--- config.mk ---
export PLATFORM = sky130hd
export DESIGN_NAME = spi_i2c_ctrl
export DESIGN_NICKNAME = d
export VERILOG_FILES = /design/src/rtl/spi_i2c_pkg.sv /design/src/rtl/spi_slave_shifter.sv /design/src/rtl/spi_i2c_ctrl.sv
export SDC_FILE = /design/constraint.sdc
export NUM_CORES = 1
export LEC_CHECK = 0
export CAP_MARGIN = 5
export CORE_ASPECT_RATIO = 2
export CORE_UTILIZATION = 46
export DETAILED_ROUTE_END_ITERATION = 12
export PLACE_DENSITY = 0.67
export SLEW_MARGIN = 25
export SYNTH_ARGS = -nofsm -noshare
export SYNTH_HDL_FRONTEND = slang
export SYNTH_SLANG_ARGS = --single-unit
--- constraint.sdc ---
create_clock -name clk -period 2.4 [get_ports clk]
set_clock_uncertainty 0.1 [all_clocks]
set_input_delay 0.72 -clock clk [delete_from_list [all_inputs] [get_ports clk]]
set_output_delay 0.72 -clock clk [all_outputs]
set_load 0.005 [all_outputs]
--- src/rtl/spi_i2c_pkg.sv ---
// Shared definitions for the SPI-to-I2C command bridge: FSM encoding, status byte layout, frame sizes.
package spi_i2c_pkg;

  typedef enum logic [1:0] {
    ST_IDLE  = 2'd0,
    ST_ISSUE = 2'd1,
    ST_WAIT  = 2'd2,
    ST_DONE  = 2'd3
  } state_t;

  localparam int FRAME_BITS    = 16;
  localparam int ISSUE_TIMEOUT = 16;
  localparam int CNT_W         = 6;

  localparam int STS_BUSY      = 7;
  localparam int STS_ACK_ERR   = 6;
  localparam int STS_RD_VALID  = 5;
  localparam int STS_FRAME_ERR = 4;
  localparam int STS_OVERRUN   = 3;
  localparam int STS_TMO       = 2;

endpackage

--- src/rtl/spi_slave_shifter.sv ---
// SPI mode-0 slave shift engine: input synchronizers, edge detection, saturating bit counter,
// MOSI capture and MISO serialisation of the status/read-data snapshot taken at cs_n fall.
module spi_slave_shifter
  import spi_i2c_pkg::*;
#(
  parameter int SYNC_STAGES = 3
) (
  input  logic                  clk,
  input  logic                  rst_n,
  input  logic                  spi_sclk,
  input  logic                  spi_cs_n,
  input  logic                  spi_mosi,
  output logic                  spi_miso,
  input  logic [7:0]            status,
  input  logic [7:0]            rd_data,
  output logic                  frame_end,
  output logic [CNT_W-1:0]      frame_bits,
  output logic [FRAME_BITS-1:0] rx_word
);

  logic [SYNC_STAGES-1:0] sclk_sync, cs_sync, mosi_sync;
  logic                   sclk_q, cs_q;
  logic                   sclk_s, cs_s, mosi_s;
  logic                   sclk_rise, sclk_fall, cs_fall, cs_rise;
  logic [CNT_W-1:0]       bit_cnt;
  logic [FRAME_BITS-1:0]  rx_sr, tx_sr;

  assign sclk_s = sclk_sync[SYNC_STAGES-1];
  assign cs_s   = cs_sync[SYNC_STAGES-1];
  assign mosi_s = mosi_sync[SYNC_STAGES-1];

  assign sclk_rise = sclk_s & ~sclk_q;
  assign sclk_fall = ~sclk_s & sclk_q;
  assign cs_fall   = ~cs_s & cs_q;
  assign cs_rise   = cs_s & ~cs_q;

  // mosi uses the same depth as sclk so the sampled bit lines up with its edge
  always_ff @(posedge clk or negedge rst_n) begin
    if (!rst_n) begin
      sclk_sync <= '0;
      cs_sync   <= '1;
      mosi_sync <= '0;
      sclk_q    <= 1'b0;
      cs_q      <= 1'b1;
    end else begin
      sclk_sync <= {sclk_sync[SYNC_STAGES-2:0], spi_sclk};
      cs_sync   <= {cs_sync[SYNC_STAGES-2:0], spi_cs_n};
      mosi_sync <= {mosi_sync[SYNC_STAGES-2:0], spi_mosi};
      sclk_q    <= sclk_s;
      cs_q      <= cs_s;
    end
  end

  always_ff @(posedge clk or negedge rst_n) begin
    if (!rst_n) begin
      bit_cnt <= '0;
      rx_sr   <= '0;
    end else if (cs_fall) begin
      bit_cnt <= '0;
    end else if (!cs_s && sclk_rise) begin
      rx_sr <= {rx_sr[FRAME_BITS-2:0], mosi_s};
      if (bit_cnt != '1) bit_cnt <= bit_cnt + CNT_W'(1);
    end
  end

  // First bit must be on the line before the first rising edge, so it is driven at cs_n fall
  always_ff @(posedge clk or negedge rst_n) begin
    if (!rst_n) begin
      spi_miso <= 1'b0;
      tx_sr    <= '0;
    end else if (cs_s) begin
      spi_miso <= 1'b0;
    end else if (cs_fall) begin
      spi_miso <= status[7];
      tx_sr    <= {status[6:0], rd_data, 1'b0};
    end else if (sclk_fall) begin
      spi_miso <= tx_sr[FRAME_BITS-1];
      tx_sr    <= {tx_sr[FRAME_BITS-2:0], 1'b0};
    end
  end

  assign frame_end  = cs_rise;
  assign frame_bits = bit_cnt;
  assign rx_word    = rx_sr;

endmodule

--- src/rtl/spi_i2c_ctrl.sv ---
// SPI slave front end that turns 16-bit frames into single-byte I2C master commands.
// Optional macro SPI_I2C_TIMEOUT_EN adds ISSUE/WAIT watchdogs and the tmo status bit.
module spi_i2c_ctrl
  import spi_i2c_pkg::*;
#(
  parameter int SYNC_STAGES    = 3,
  parameter int TIMEOUT_CYCLES = 4096
) (
  input  logic       clk,
  input  logic       rst_n,
  input  logic       spi_sclk,
  input  logic       spi_cs_n,
  input  logic       spi_mosi,
  output logic       spi_miso,
  output logic [6:0] i2c_addr,
  output logic       i2c_rw,
  output logic [7:0] i2c_tx_data,
  output logic       i2c_tx_valid,
  input  logic       i2c_tx_ready,
  input  logic       i2c_busy,
  input  logic       i2c_ack_err,
  input  logic [7:0] i2c_rx_data,
  input  logic       i2c_rx_valid
);

  state_t                state_q, state_d;
  logic                  frame_end;
  logic [CNT_W-1:0]      frame_bits;
  logic [FRAME_BITS-1:0] rx_word;
  logic [7:0]            status, rd_data;
  logic                  ack_err, rd_valid, frame_err, overrun, tmo;
  logic                  len_ok, idle_free, accept, rts_clr, tmo_hit;
  logic                  unused_tx_ready;

  assign unused_tx_ready = i2c_tx_ready;

  assign len_ok    = (frame_bits == CNT_W'(FRAME_BITS));
  assign idle_free = (state_q == ST_IDLE) && !i2c_busy;
  assign accept    = frame_end && len_ok && idle_free;
  assign rts_clr   = frame_end && (frame_bits >= CNT_W'(8));

  always_comb begin
    status                = '0;
    status[STS_BUSY]      = (state_q != ST_IDLE) | i2c_busy;
    status[STS_ACK_ERR]   = ack_err;
    status[STS_RD_VALID]  = rd_valid;
    status[STS_FRAME_ERR] = frame_err;
    status[STS_OVERRUN]   = overrun;
    status[STS_TMO]       = tmo;
  end

  spi_slave_shifter #(
    .SYNC_STAGES (SYNC_STAGES)
  ) u_shifter (
    .clk        (clk),
    .rst_n      (rst_n),
    .spi_sclk   (spi_sclk),
    .spi_cs_n   (spi_cs_n),
    .spi_mosi   (spi_mosi),
    .spi_miso   (spi_miso),
    .status     (status),
    .rd_data    (rd_data),
    .frame_end  (frame_end),
    .frame_bits (frame_bits),
    .rx_word    (rx_word)
  );

  always_ff @(posedge clk or negedge rst_n) begin
    if (!rst_n) state_q <= ST_IDLE;
    else        state_q <= state_d;
  end

  always_comb begin
    state_d = state_q;
    case (state_q)
      ST_IDLE:  if (accept) state_d = ST_ISSUE;
      ST_ISSUE: if (i2c_busy) state_d = ST_WAIT;
                else if (tmo_hit) state_d = ST_IDLE;
      ST_WAIT:  if (!i2c_busy) state_d = ST_DONE;
                else if (tmo_hit) state_d = ST_IDLE;
      ST_DONE:  state_d = ST_IDLE;
      default:  state_d = ST_IDLE;
    endcase
  end

  assign i2c_tx_valid = (state_q == ST_ISSUE);

  // Command fields only load on accept, so they stay frozen through ISSUE/WAIT/DONE
  always_ff @(posedge clk or negedge rst_n) begin
    if (!rst_n) begin
      i2c_addr    <= '0;
      i2c_rw      <= 1'b0;
      i2c_tx_data <= '0;
    end else if (accept) begin
      i2c_addr    <= rx_word[15:9];
      i2c_rw      <= rx_word[8];
      i2c_tx_data <= rx_word[7:0];
    end
  end

  // Read-to-clear happens first so a set from the same cycle takes priority
  always_ff @(posedge clk or negedge rst_n) begin
    if (!rst_n) begin
      rd_valid  <= 1'b0;
      frame_err <= 1'b0;
      overrun   <= 1'b0;
      ack_err   <= 1'b0;
      rd_data   <= '0;
    end else begin
      if (rts_clr) begin
        rd_valid  <= 1'b0;
        frame_err <= 1'b0;
        overrun   <= 1'b0;
      end
      if (frame_end && !len_ok) frame_err <= 1'b1;
      if (frame_end && len_ok && !idle_free) overrun <= 1'b1;
      if (state_q == ST_WAIT && i2c_rx_valid) begin
        rd_data  <= i2c_rx_data;
        rd_valid <= 1'b1;
      end
      if (state_q == ST_DONE) ack_err <= i2c_ack_err;
    end
  end

`ifdef SPI_I2C_TIMEOUT_EN
  localparam int TW = $clog2(TIMEOUT_CYCLES + ISSUE_TIMEOUT) + 1;
  logic [TW-1:0] tmo_cnt;

  always_ff @(posedge clk or negedge rst_n) begin
    if (!rst_n)                                         tmo_cnt <= '0;
    else if (state_d != state_q)                        tmo_cnt <= '0;
    else if (state_q == ST_ISSUE || state_q == ST_WAIT) tmo_cnt <= tmo_cnt + TW'(1);
  end

  assign tmo_hit = ((state_q == ST_ISSUE) && !i2c_busy && (tmo_cnt == TW'(ISSUE_TIMEOUT - 1))) ||
                   ((state_q == ST_WAIT) && i2c_busy && (tmo_cnt == TW'(TIMEOUT_CYCLES - 1)));

  always_ff @(posedge clk or negedge rst_n) begin
    if (!rst_n) tmo <= 1'b0;
    else begin
      if (rts_clr) tmo <= 1'b0;
      if (tmo_hit) tmo <= 1'b1;
    end
  end
`else
  localparam int unused_timeout_cycles = TIMEOUT_CYCLES;
  assign tmo_hit = 1'b0;
  assign tmo     = 1'b0;
`endif

endmodule

==> results.toml, run 1 <==
[finish]
final_area_sq_um = 4080
nFillCells = 590
diodes = 0
final_cells = 371
drive_gt1_share_pct = 35.6
area_growth_pct = 24.8
nets = 299

[global_route]
antenna_found_initial = 0
grt-ovfl-total = 0
grt_pass1_wl_um = 9560
grt_use_total_pct = 18.3
grt_pass1_vias = 1998
grt_max_degree = 60

[synth]
synth_cell_types = 38
syn_area_per_cell_sq_um = 14.4
synth_seq_cells = 79
seq_area_frac_synth_pct = 60.6
synth_most_common_cell = "dfrtp_1"
synth_warnings = 0
synth_top_cell_by_area = "dfrtp_1"
yosys-top-cells-area = "dfrtp_1, mux2_2, dfstp_2, ha_1, mux2i_1"
synth_ff_type = "dfrtp_1"
synth_cells = 227
syn_nets = 250
async_flop_share_pct = 100
synth_top_cell_area_share_pct = 57.4
synth_edf_count = 0
synth_commonest_cells = "dfrtp_1, mux2_2, inv_1, nand2_1, mux2i_1"
netlist_area_sq_um = 3270

[placement]
portBuffers = 33
gp_congestion = 0.845
place_area_sq_um = 3780
dp_cells = 354
hpwl_um = 3940
pre_cts_slack_ps = 44.1

[clock_network]
insertion_delay_ps = 330
htree_levels = 3
cts-root-buf = "clkbuf_16"
numCtsBuffers = 9
cts.sinks = 79
cts_tree = "built"
path_clk_slew_ps = 50
clock_path_buffers = 2

[worst_setup_path]
crit_family = "buffers and inverters"
path_class = "reg2out"
required_ps = 1580
start_kind = "flop"
crit_path_end_kind = "output port"
cp_max_fo = 4
cpPeakStageDelay_ps = 500
slowest_stage = "clkdlybuf4s50_1"
path_buf_inv = 2
worstPathArrival_ps = 1490
path_cells = "inv_2, ha_4, clkdlybuf4s50_1"

[detailed_routing]
routed_wl_um = 5610
dr.pass1.iters = 4
initialDrtViolationCount = 31
num_vias = 1939
wl_per_cell_um = 15.1
route.detailed.drc = 0
ant_nets = 0
post_drt_via_cell_ratio = 5.23

[power_and_ir_drop]
power.internal_mw = 2.79
p_per_area_nw_per_um2 = 904
irDropWorstVdd_mv = 0.637
p_seq_share_pct = 47.3
power.leakage_nw = 1.87
p_sw_mw = 0.896
combPwrFrac_pct = 18.6
pwr-share-clk_pct = 34.1
p_total_mw = 3.69
switching_share_pct = 24.3

[floorplan]
die_h_um = 121
rows = 43
initial_core_util_pct = 47.5
die_w_um = 61.6
die_area_sq_um = 7470
core-area_sq_um = 6890
pin_count = 35

[min_path]
hp-class = "in2async"

[timing]
tightest_slew_ps = 709
fmax_ghz = 0.433
period_minus_slack_ps = 2310
period_share_pct = 96.3
maxSlewViolCount = 0
timing.final.ws_setup_ps = 88.7
max_slew_margin_pct = 52.1
rsz0062_at_grt = "no"
final_hold_viol_count = 0
setup_viol = 0
finalSetupTns_ps = 0

[flow_run]
maxCapViolCount = 0

[status]
status = "completed"
[cells by family after synthesis]
logic type / after synthesis / synth area share (%)
fa+ha+maj: 6 / 2.29
flops: 79 / 60.6
buf+inv: 17 / 2.33
mux: 71 / 24.2
simple gates: 38 / 6.96
compound gates: 16 / 3.67
[routing by layer]
metal / vias to the layer above / global-route usage [%] / routed length, um
li1: 911 / - / -
met5: - / 0 / 0
met2: 29 / 29.0 / 2980
met3: 13 / 6.72 / 216
met4: 0 / 10.3 / 229
met1: 986 / 20.4 / 2190
[layout by cell type (no fill, tap or decap), types with 3 or more instances in the layout]
cell / count
clkbuf_1: 3
buf_4: 11
clkdlybuf4s50_1: 32
dfstp_2: 4
mux2i_1: 7
nand2_1: 10
dfrtp_1: 75
nor2b_1: 3
clkbuf_8: 3
mux2_2: 64
nand2b_1: 4
clkbuf_16: 9
nor2_1: 6
ha_1: 5
inv_1: 9
[final timing paths]
check,slack [ps],cells past startpoint,to,start
setup / recovery,90,3,i2c_tx_valid,state_q[1]$_DFFE_PN0P_
hold / removal,160,1,u_shifter.mosi_sync[0]$_DFF_PN0_,rst_n
setup reg to reg,300,4,i2c_addr[0]$_DFFE_PN0P_,u_shifter.cs_sync[2]$_DFF_PN1_
hold reg to reg,250,0,u_shifter.mosi_sync[2]$_DFF_PN0_,u_shifter.mosi_sync[1]$_DFF_PN0_
max in group asynchronous,1420,2,u_shifter.cs_sync[2]$_DFF_PN1_,rst_n
min in group clk,250,0,u_shifter.mosi_sync[2]$_DFF_PN0_,u_shifter.mosi_sync[1]$_DFF_PN0_
[through the flow]
step / hold WS [ps] / utilization [%]
after CTS: 160 / 59.0
final: 161 / 59.3
after floorplan: 231 / -
after detailed placement: 236 / 54.9
after global placement: 234 / 54.9
after global routing: 177 / 59.3
[final cells by class]
type	count	area (sq um)	area share, %
Sequential cell	79	1980	48.5
Multi-Input combinational cell	131	1230	30.0
Timing Repair Buffer	45	443	10.8
Clock buffer	15	278	6.80
Tap cell	90	113	2.76
Inverter	10	37.5	0.919
Clock inverter	1	5.00	0.123
[state kept, by name, summed over array words and instances, names as in the netlist, 2 cells and up]
name and cells:
rd_data 8, u_shifter.cs_sync 3, u_shifter.frame_bits 6, u_shifter.sclk_sync 3, u_shifter.rx_word 16, u_shifter.mosi_sync 3, state_q 2, u_shifter.tx_sr 15
i2c_tx_data 8, i2c_addr 7
[power by group through the flow]
stage | registers [mW] | logic [mW] | clock network [mW]
CTS | 1.75 | 0.681 | 1.30
finish | 1.75 | 0.687 | 1.26
global route | 1.78 | 0.768 | 1.35
floorplan | 1.71 | 0.497 | 0
detailed placement | 1.77 | 0.675 | 0
global placement | 1.76 | 0.647 | 0
[timing repair]
item                       CTS  global route
hold buffers                 0             0
setup endpoints to repair    1             1
resized for setup            2             1
buffers inserted             0             1
(Power assumes the default switching activity.)
==> run 2: changes to the inputs <==
--- a/config.mk
+++ b/config.mk
@@ -7,9 +7,8 @@
 export LEC_CHECK = 0
 export CAP_MARGIN = 5
 export CORE_ASPECT_RATIO = 2
-export CORE_UTILIZATION = 46
+export CORE_UTILIZATION = 40
 export DETAILED_ROUTE_END_ITERATION = 12
-export PLACE_DENSITY = 0.67
 export SLEW_MARGIN = 25
 export SYNTH_ARGS = -nofsm -noshare
 export SYNTH_HDL_FRONTEND = slang
==> run 2 against run 1 <==
Effect of this change: sequential share of layout area about the same; count of clock-buffer cells in the layout decreased by 2; hold slack improved by 90 ps; non-clock buffer count decreased by 3; first-iteration DRC count increased by 90%; critical path depth unchanged; largest cell class unchanged.
==> results.toml, run 2 (synthesized netlist as in run 1, its figures left out) <==
[timing]
period_minus_slack_ps = 2310
tightest_slew_ps = 665
maxSlewViolCount = 0
rsz0062_at_grt = "no"
hold_ws_ps = 251
period_share_pct = 96.4
max_slew_margin_pct = 55.0
setup_viol = 0
final_hold_viol_count = 0
finalSetupTns_ps = 0
fmax_ghz = 0.432

[worst_setup_path]
worstPathArrival_ps = 1490
required_ps = 1580
start_kind = "flop"
reg2regPathDepth = 4
cp_max_fo = 4
path_class = "reg2out"
crit_path_end_kind = "output port"

[clock_network]
hold_buffers = 0
path_clk_slew_ps = 60
cts_setup_buffers = 0
cts-root-buf = "clkbuf_16"
htree_levels = 3
numCtsBuffers = 9
cts.sinks = 79
insertion_delay_ps = 330
cts_tree = "built"
clock_path_buffers = 2

[power_and_ir_drop]
combPwrFrac_pct = 18.2
p_per_area_nw_per_um2 = 914
p_seq_share_pct = 46.6
p_sw_mw = 0.923
irDropWorstVdd_mv = 0.563
power.leakage_nw = 1.86
switching_share_pct = 24.7
power.internal_mw = 2.81
pwr-share-clk_pct = 35.2

[global_route]
grt-ovfl-total = 0
antenna_found_initial = 0
grt_pass1_vias = 1945
grt_max_degree = 80
grt_use_total_pct = 15.6
grt_pass1_wl_um = 9670

[detailed_routing]
routed_wl_um = 5880
post_drt_via_cell_ratio = 5.11
initialDrtViolationCount = 59
ant_nets = 0
route.detailed.drc = 0
wl_per_cell_um = 15.7
dr.pass1.iters = 4
num_vias = 1913

[placement]
portBuffers = 33
hpwl_um = 3960
dp_cells = 358
place_area_sq_um = 3770
gp_congestion = 0.730

[min_path]
hp-class = "reg2reg"
hold_path_depth = 0

[status]
status = "completed"

[floorplan]
die_w_um = 66.0
rows = 46
core-area_sq_um = 7940
die_area_sq_um = 8570
initial_core_util_pct = 41.2
pin_count = 35
die_h_um = 130

[flow_run]
maxCapViolCount = 0

[finish]
final_util_pct = 51.4
drive_gt1_share_pct = 36.0
area_growth_pct = 24.7
nFillCells = 712
final_cells = 374
largest_register_ffs = 16
nets = 296
layout_commonest_cell = "dfrtp_1"
final_area_sq_um = 4080
layout_common_cells = "dfrtp_1, mux2_2, clkdlybuf4s50_1"
diodes = 0
-- run 2: cell types whose count changed in the layout (fill, tap and decap cells not counted), sizes merged --
| cell | previous run | this run |
|---|---|---|
| buf | 13 | 10 |
| clkbuf | 15 | 13 |
| clkinv | 1 | 3 |
-- run 2: final timing paths --
check                                            startpoint                               end  slack [ps]
setup / recovery                     state_q[1]$_DFFE_PN0P_                      i2c_tx_valid          90
hold / removal             u_shifter.mosi_sync[1]$_DFF_PN0_  u_shifter.mosi_sync[2]$_DFF_PN0_         250
setup reg to reg             u_shifter.cs_sync[2]$_DFF_PN1_           i2c_addr[1]$_DFFE_PN0P_         300
hold reg to reg            u_shifter.mosi_sync[1]$_DFF_PN0_  u_shifter.mosi_sync[2]$_DFF_PN0_         250
max in group asynchronous                             rst_n    u_shifter.cs_sync[1]$_DFF_PN1_        1510
min in group asynchronous                             rst_n           i2c_addr[2]$_DFFE_PN0P_         270
-- run 2: per-stage QoR --
stage	total power, mW	setup WS (ps)
after floorplan	2.21	276
after global placement	2.40	61.6
after detailed placement	2.44	54.7
after CTS	3.78	28.5
after global routing	3.95	32.2
final	3.73	87.2
-- run 2: repair_timing --
| action | in CTS | in global routing |
|---|---|---|
| cloned | 0 | 0 |
| resized for setup | 2 | 1 |
| setup endpoints to repair | 1 | 1 |
-- run 2: final cells by class --
cell class                 instances  area (sq um)  area share [%]
clock buffer                      13           280            6.87
clock inverter                     3          15.0           0.368
inverter                          10          37.5           0.920
multi-input combinational        131          1230            30.0
sequential                        79          1980            48.6
tap                               96           120            2.94
timing repair buffer              42           420            10.3
-- run 2: metal layers --
layer  track usage [%]  wire length, um
met1              17.5             2340
met2              25.9             3200
met3              4.81              209
met4              8.14              132
met5                 0                0
-- run 2: power by group through the flow --
stage | logic (mW) | registers [mW] | clock network, mW
6_report | 0.678 | 1.74 | 1.31
5_1_grt | 0.752 | 1.78 | 1.41
3_3_place_gp | 0.645 | 1.75 | 0
3_5_place_dp | 0.676 | 1.76 | 0
2_1_floorplan | 0.497 | 1.71 | 0
4_1_cts | 0.690 | 1.74 | 1.34
-- run 2: worst max-delay path: stages (launching register included) --
cell and delay, ps:
dfrtp_1 410, inv_2 100, ha_4 150, clkdlybuf4s50_1 500
